<file path="src/rtl/rv_instr_decoder_pkg.sv">
// Shared types and the RV32I decode function for the instruction decoder.
// Covers addi, add, beq and jal; everything else decodes as illegal.
package rv_dec_pkg;

  localparam int DATA_WIDTH = 32;
  localparam int DIR_WIDTH  = 5;
  localparam int CNT_WIDTH  = 16;

  localparam logic [6:0] OPC_ADDI = 7'b0010011;
  localparam logic [6:0] OPC_ADD  = 7'b0110011;
  localparam logic [6:0] OPC_BEQ  = 7'b1100011;
  localparam logic [6:0] OPC_JAL  = 7'b1101111;

  typedef enum logic [1:0] {
    ADDI = 2'd0,
    ADD  = 2'd1,
    BEQ  = 2'd2,
    JAL  = 2'd3
  } op_class_e;

  typedef enum logic [1:0] {
    EMPTY = 2'd0,
    FULL1 = 2'd1,
    FULL2 = 2'd2
  } occ_state_e;

  typedef struct packed {
    op_class_e             op_class;
    logic [DIR_WIDTH-1:0]  rd;
    logic [DIR_WIDTH-1:0]  rs1;
    logic [DIR_WIDTH-1:0]  rs2;
    logic [DATA_WIDTH-1:0] imm;
    logic                  reg_write;
    logic                  alu_src_imm;
    logic                  branch;
    logic                  jump;
    logic                  illegal;
  } dec_entry_t;

  // Register fields always carry the raw bits; only a recognised op clears
  // the illegal flag and fills in immediate and control bits.
  function automatic dec_entry_t decode(input logic [DATA_WIDTH-1:0] word);
    dec_entry_t e;
    logic [2:0] funct3;
    logic [6:0] funct7;
    funct3    = word[14:12];
    funct7    = word[31:25];
    e         = '0;
    e.op_class = ADDI;
    e.rd      = word[11:7];
    e.rs1     = word[19:15];
    e.rs2     = word[24:20];
    e.illegal = 1'b1;
    case (word[6:0])
      OPC_ADDI: if (funct3 == 3'b000) begin
        e.op_class    = ADDI;
        e.imm         = {{20{word[31]}}, word[31:20]};
        e.reg_write   = (e.rd != '0);
        e.alu_src_imm = 1'b1;
        e.illegal     = 1'b0;
      end
      OPC_ADD: if (funct3 == 3'b000 && funct7 == 7'b0000000) begin
        e.op_class  = ADD;
        e.reg_write = (e.rd != '0);
        e.illegal   = 1'b0;
      end
      OPC_BEQ: if (funct3 == 3'b000) begin
        e.op_class = BEQ;
        e.imm      = {{19{word[31]}}, word[31], word[7], word[30:25], word[11:8], 1'b0};
        e.branch   = 1'b1;
        e.illegal  = 1'b0;
      end
      OPC_JAL: begin
        e.op_class  = JAL;
        e.imm       = {{11{word[31]}}, word[31], word[19:12], word[20], word[30:21], 1'b0};
        e.reg_write = (e.rd != '0);
        e.jump      = 1'b1;
        e.illegal   = 1'b0;
      end
      default: ;
    endcase
    return e;
  endfunction

endpackage

</file>
<file path="src/rtl/rv_instr_decoder_if.sv">
// Instruction-in / decoded-fields-out bus of the decoder.
// slave is the decoder side, master is the upstream/datapath side.
interface rv_instr_decoder_if;
  import rv_dec_pkg::*;

  logic                  instr_valid;
  logic                  instr_ready;
  logic [DATA_WIDTH-1:0] instruction;

  logic                  dec_valid;
  logic                  dec_ready;
  op_class_e             op_class;
  logic [DIR_WIDTH-1:0]  rd;
  logic [DIR_WIDTH-1:0]  rs1;
  logic [DIR_WIDTH-1:0]  rs2;
  logic [DATA_WIDTH-1:0] imm;
  logic                  reg_write;
  logic                  alu_src_imm;
  logic                  branch;
  logic                  jump;
  logic                  illegal;
  logic [CNT_WIDTH-1:0]  illegal_cnt;

  modport slave (
    input  instr_valid, instruction, dec_ready,
    output instr_ready, dec_valid, op_class, rd, rs1, rs2, imm,
           reg_write, alu_src_imm, branch, jump, illegal, illegal_cnt
  );

  modport master (
    output instr_valid, instruction, dec_ready,
    input  instr_ready, dec_valid, op_class, rd, rs1, rs2, imm,
           reg_write, alu_src_imm, branch, jump, illegal, illegal_cnt
  );

endinterface

</file>
<file path="src/rtl/rv_instr_decoder.sv">
// RV32I decoder with registered outputs and a 2-entry skid buffer, so the
// upstream ready is a flop and no word is dropped when the datapath stalls.
module rv_instr_decoder
  import rv_dec_pkg::*;
(
  input  logic              clk,
  input  logic              arst_n,
  rv_instr_decoder_if.slave bus
);

  occ_state_e           state_q, state_d;
  dec_entry_t           out_q, out_d;
  dec_entry_t           skid_q, skid_d;
  dec_entry_t           new_entry;
  logic                 ready_q;
  logic [CNT_WIDTH-1:0] cnt_q, cnt_d;
  logic                 accept;
  logic                 retire;

  assign new_entry = decode(bus.instruction);
  assign accept    = bus.instr_valid && ready_q;
  assign retire    = (state_q != EMPTY) && bus.dec_ready;

  // NOTE: every signal written here gets a default first, so no path leaves
  // one unassigned and no latch is inferred.
  always_comb begin
    state_d = state_q;
    out_d   = out_q;
    skid_d  = skid_q;
    case (state_q)
      EMPTY: if (accept) begin
        out_d   = new_entry;
        state_d = FULL1;
      end
      FULL1: case ({accept, retire})
        2'b10: begin
          skid_d  = new_entry;
          state_d = FULL2;
        end
        2'b11: out_d = new_entry;
        2'b01: state_d = EMPTY;
        default: ;
      endcase
      FULL2: if (retire) begin
        out_d   = skid_q;
        state_d = FULL1;
      end
      default: state_d = EMPTY;
    endcase
  end

  always_comb begin
    cnt_d = cnt_q;
    if (accept && new_entry.illegal && cnt_q != '1) begin
      cnt_d = cnt_q + 1'b1;
    end
  end

  // NOTE: state is updated with non-blocking assignments so every flop
  // samples the pre-edge values, independent of statement order.
  always_ff @(posedge clk or negedge arst_n) begin
    if (!arst_n) begin
      state_q <= EMPTY;
      out_q   <= '0;
      ready_q <= 1'b0;
      cnt_q   <= '0;
    end else begin
      state_q <= state_d;
      out_q   <= out_d;
      ready_q <= (state_d != FULL2);
      cnt_q   <= cnt_d;
    end
  end

  // NOTE: the skid register is always written before it is read (only in
  // FULL2), so it carries no reset; the visible output register does.
  always_ff @(posedge clk) begin
    skid_q <= skid_d;
  end

  assign bus.instr_ready = ready_q;
  assign bus.dec_valid   = (state_q != EMPTY);
  assign bus.op_class    = out_q.op_class;
  assign bus.rd          = out_q.rd;
  assign bus.rs1         = out_q.rs1;
  assign bus.rs2         = out_q.rs2;
  assign bus.imm         = out_q.imm;
  assign bus.reg_write   = out_q.reg_write;
  assign bus.alu_src_imm = out_q.alu_src_imm;
  assign bus.branch      = out_q.branch;
  assign bus.jump        = out_q.jump;
  assign bus.illegal     = out_q.illegal;
  assign bus.illegal_cnt = cnt_q;

endmodule

</file>
<file path="src/flat_wrapper.sv">
// flat-port wrapper written by rule: the top's interface ports become plain ports
module rv_instr_decoder_flat import rv_dec_pkg::*;
  (clk, arst_n, bus_instr_valid, bus_instruction, bus_dec_ready, bus_instr_ready, bus_dec_valid, bus_op_class, bus_rd, bus_rs1, bus_rs2, bus_imm, bus_reg_write, bus_alu_src_imm, bus_branch, bus_jump, bus_illegal, bus_illegal_cnt);
  rv_instr_decoder_if bus_i ();
  input  logic clk;
  input  logic arst_n;
  input wire logic [$bits(bus_i.instr_valid)-1:0] bus_instr_valid;
  input wire logic [$bits(bus_i.instruction)-1:0] bus_instruction;
  input wire logic [$bits(bus_i.dec_ready)-1:0] bus_dec_ready;
  output wire logic [$bits(bus_i.instr_ready)-1:0] bus_instr_ready;
  output wire logic [$bits(bus_i.dec_valid)-1:0] bus_dec_valid;
  output wire logic [$bits(bus_i.op_class)-1:0] bus_op_class;
  output wire logic [$bits(bus_i.rd)-1:0] bus_rd;
  output wire logic [$bits(bus_i.rs1)-1:0] bus_rs1;
  output wire logic [$bits(bus_i.rs2)-1:0] bus_rs2;
  output wire logic [$bits(bus_i.imm)-1:0] bus_imm;
  output wire logic [$bits(bus_i.reg_write)-1:0] bus_reg_write;
  output wire logic [$bits(bus_i.alu_src_imm)-1:0] bus_alu_src_imm;
  output wire logic [$bits(bus_i.branch)-1:0] bus_branch;
  output wire logic [$bits(bus_i.jump)-1:0] bus_jump;
  output wire logic [$bits(bus_i.illegal)-1:0] bus_illegal;
  output wire logic [$bits(bus_i.illegal_cnt)-1:0] bus_illegal_cnt;
  assign bus_i.instr_valid = bus_instr_valid;
  assign bus_i.instruction = bus_instruction;
  assign bus_i.dec_ready = bus_dec_ready;
  assign bus_instr_ready = bus_i.instr_ready;
  assign bus_dec_valid = bus_i.dec_valid;
  assign bus_op_class = bus_i.op_class;
  assign bus_rd = bus_i.rd;
  assign bus_rs1 = bus_i.rs1;
  assign bus_rs2 = bus_i.rs2;
  assign bus_imm = bus_i.imm;
  assign bus_reg_write = bus_i.reg_write;
  assign bus_alu_src_imm = bus_i.alu_src_imm;
  assign bus_branch = bus_i.branch;
  assign bus_jump = bus_i.jump;
  assign bus_illegal = bus_i.illegal;
  assign bus_illegal_cnt = bus_i.illegal_cnt;
  rv_instr_decoder u_core (.clk(clk), .arst_n(arst_n), .bus(bus_i));
endmodule
</file>
<file path="config.mk">
export PLATFORM = sky130hd
export DESIGN_NAME = rv_instr_decoder_flat
export DESIGN_NICKNAME = d
export VERILOG_FILES = /design/src/rtl/rv_instr_decoder_pkg.sv /design/src/rtl/rv_instr_decoder_if.sv /design/src/rtl/rv_instr_decoder.sv /design/src/flat_wrapper.sv
export SDC_FILE = /design/constraint.sdc
export NUM_CORES = 1
export LEC_CHECK = 0
export BUFFER_PORTS_ARGS = -buffer_cell sky130_fd_sc_hd__buf_4
export CORE_MARGIN = 10
export CORE_UTILIZATION = 45
export DETAILED_ROUTE_END_ITERATION = 10
export PLACE_DENSITY = 0.78
export SLEW_MARGIN = 15
export SYNTH_ARGS = -nofsm -noshare
export SYNTH_HDL_FRONTEND = slang
export SYNTH_SLANG_ARGS = --single-unit
export TNS_END_PERCENT = 100
</file>
<file path="constraint.sdc">
create_clock -name clk -period 4.3 [get_ports clk]
set_input_delay 0.43 -clock clk [delete_from_list [all_inputs] [get_ports clk]]
set_output_delay 0.43 -clock clk [all_outputs]
set_load 0.01 [all_outputs]
</file>
==> run summary <==
Post-route DRC -> 0
Clk root buf -> clkbuf_8
Switch Pwr -> 0.00132 W
Die height -> 122 um
Post-synth top area share -> 0.328
Critical path fanouts, max -> 43
Total number of vias -> 3488
Area of the mapped netlist -> 0.00472 mm2
Top cells by count, synth -> nand2_1 (64), dfrtp_1 (62), edfxtp_1 (43)
Antenna Cells -> 0
Syn Nets -> 470
Layout area overhead -> 21.5%
Layout cell share with drive strength beyond 1 -> 0.285
Io pins -> 108
CTS tree -> yes
Unique masters post-synth -> 51
Crit path kind -> register to register
Port Buffers -> 107
Global-route wire length before repair -> 18200 um
Clock Sinks -> 105
Global route overflow -> 0
Synth area leaders -> dfrtp_1 (33%), edfxtp_1 (27%), nand2_1 (5.1%)
Post-synth EDFFs -> 43
LEAKAGE -> 2.57 nW
Net Sw Frac -> 0.365
Post-DP HPWL -> 8140 um
Initial Util -> 0.460
Worst skew pair latency -> 370 ps
Most frequent cell after synthesis -> nand2_1
Clock buffer depth -> 2
Slew @ Worst Pin -> 1020 ps
Startpoint Class -> register
Vias in the first global route -> 3484
Achievable frequency -> 0.401 GHz
Routability congestion estimate -> 0.833
CP Launch Point -> u_core.state_q[1]$_DFF_PN0_
RSZ-0062 raised after global routing -> false
Fin crit share -> 0.580
Syn avg cell area -> 11.0 um2
Total Neg Setup Slack -> 0 ps
Synthesis-stage register bit count -> 105
Crit. End Element -> register
Worst vdd ir -> 345 uV
Vias per cell -> 5.30
TritonRoute pass-1 iters -> 4
Critical Path AT -> 2480 ps
Internal power -> 0.00230 W
Depth of the most critical reg-to-reg path -> 6
Synth area leader -> dfrtp_1
Synth Flop Type -> dfrtp_1
# Post-CTS Setup Buffers -> 0
Max_cap viols -> 0
Register-to-register setup slack -> 1810 ps
Die X -> 122 um
Cell count after synthesis -> 431
WL per Instance -> 17.5 um
Outcome -> completed
Final cell count without fillers -> 658
Worst r2r dst -> u_core.skid_q[45]$_DFFE_PP_
# hold bufs at CTS -> 0
Die area -> 0.0150 mm2
Ys Warns -> 0
Clk slew on worst S/H paths -> 110 ps
Max-slew violations -> 0
Worst r2r src -> u_core.state_q[1]$_DFF_PN0_
Number of setup violations in the final report -> 0
Inserted Clock Buffers -> 9
Relative slew margins -> 0.317
Final Skew -> 12.8 ps
Worst Path Required -> 4290 ps
Combinational Power Share -> 0.389
H-tree depth -> 3
Drt total wl -> 11500 um
# rows -> 37
Cts repair resizes -> 0
DR iter-0 viols -> 293
NumNets Final -> 556
Antenna-violating nets left -> 0
Placed Instances -> 642
Initial antenna violation count -> 0
Pwr/cell area -> 630 mW/mm2
Pin count of the biggest net entering global routing -> 65
Reg power frac -> 0.437
Worst min-delay path class -> primary input to asynchronous set/reset pin
GRT Total Usage -> 0.152
Core area -> 0.0103 mm2
Final Critical Period -> 2490 ps
Clock power frac -> 0.174
Hold Vio Cnt, Final -> 0
Ys async rst share -> 0.590
Sequential-to-total area share from yosys stat -> 0.602
state kept, by name, indices dropped and copies added (netlist names):
name	flops
u_core.bus.branch	1
u_core.bus.illegal_cnt	16
u_core.bus.jump	1
u_core.bus.imm	21
u_core.bus.rd	5
u_core.bus.reg_write	1
u_core.bus.op_class	2
u_core.bus.illegal	1
u_core.bus.instr_ready	1
u_core.skid_q	43
u_core.state_q	2
u_core.bus.rs1	5
u_core.bus.rs2	5
u_core.bus.alu_src_imm	1
cells in the final DEF, fill, tap and decap left out, types with 2 or more instances in the layout:
master and count:
nand4_1 8, or2_2 4, and2_2 6, mux2i_1 9, dfrtp_1 62, buf_4 110, nand2_1 64, nor2_1 42
a41o_1 2, a31oi_1 20, o21ai_0 9, inv_6 2, o22a_1 2, xnor2_1 14, nor3_1 3, and3_1 7
o21ai_1 4, or3_4 2, edfxtp_1 43, ha_1 3, o211a_1 2, nand3_1 12, a21oi_1 29, clkbuf_8 10
clkinv_2 2, a21o_1 7, or4_1 2, a221oi_1 4, inv_1 4, nor2b_1 2, and2_1 4, a22o_1 4
mux2_2 2
final cells by class:
class / instances / area (um2)
clock buffer: 10 / 138
clock inverter: 6 / 65.1
fill: 892 / 4540
multi-input combinational: 286 / 1680
sequential: 105 / 2840
inverter: 5 / 18.8
tap: 136 / 170
timing repair buffer: 110 / 826
layer usage:
layer / track usage / part of all wire / vias to the layer above
met2: 0.254 / 0.49 / 105
met3: 0.0533 / 0.082 / 13
met4: 0.0412 / 0.013 / 0
li1: - / - / 1688
met1: 0.182 / 0.41 / 1682
met5: 0 / 0 / -
power by group through the flow:
stage,combinational [W],sequential (W),clock [W]
2_1_floorplan,0.000719,0.00167,0
3_3_place_gp,0.00140,0.00158,0
3_5_place_dp,0.00144,0.00161,0
4_1_cts,0.00144,0.00159,0.000636
5_1_grt,0.00156,0.00162,0.000679
6_report,0.00140,0.00158,0.000629
critical path: stages, from the launching register on:
cell and delay (ps):
dfrtp_1 480, or2_2 340, nand2_1 90, ha_1 150, nand2_1 50, or2_2 300
inv_2 680
cells by family after synthesis:
group                    after synthesis  synth area share
XOR/XNOR                              14            0.0260
flip-flops                           105             0.602
AO/OA/AOI/OAI                         90             0.122
adder cells (fa/ha/maj)                3           0.00795
multiplexers                          11            0.0238
AND/OR/NAND/NOR                      168             0.173
buffers and inverters                 40            0.0463
metrics by stage:
stage | instance area, um2 | setup WS, ps | utilization | total power [W] | hold WS [ps]
final | 5740 | 1810 | 0.558 | 0.00361 | 137
after global routing | 5740 | 1660 | 0.558 | 0.00386 | 193
after CTS | 5740 | 1780 | 0.558 | 0.00366 | 175
after detailed placement | 5540 | 1580 | 0.539 | 0.00305 | 487
after global placement | 5540 | 1650 | 0.539 | 0.00299 | 472
after floorplan | 4720 | 1750 | - | 0.00239 | 134
worst max path at each step:
stage	cells past startpoint	slack, ps	endpoint
global route	6	1660	u_core.skid_q[39]$_DFFE_PP_
floorplan	6	1750	u_core.skid_q[0]$_DFFE_PP_
CTS	6	1780	u_core.skid_q[39]$_DFFE_PP_
detailed placement	7	1580	u_core.bus.illegal_cnt[1]$_DFFE_PN0P_
global placement	7	1650	u_core.bus.illegal_cnt[1]$_DFFE_PN0P_
finish	6	1810	u_core.skid_q[45]$_DFFE_PP_
Power figures use the tool's default switching activity.
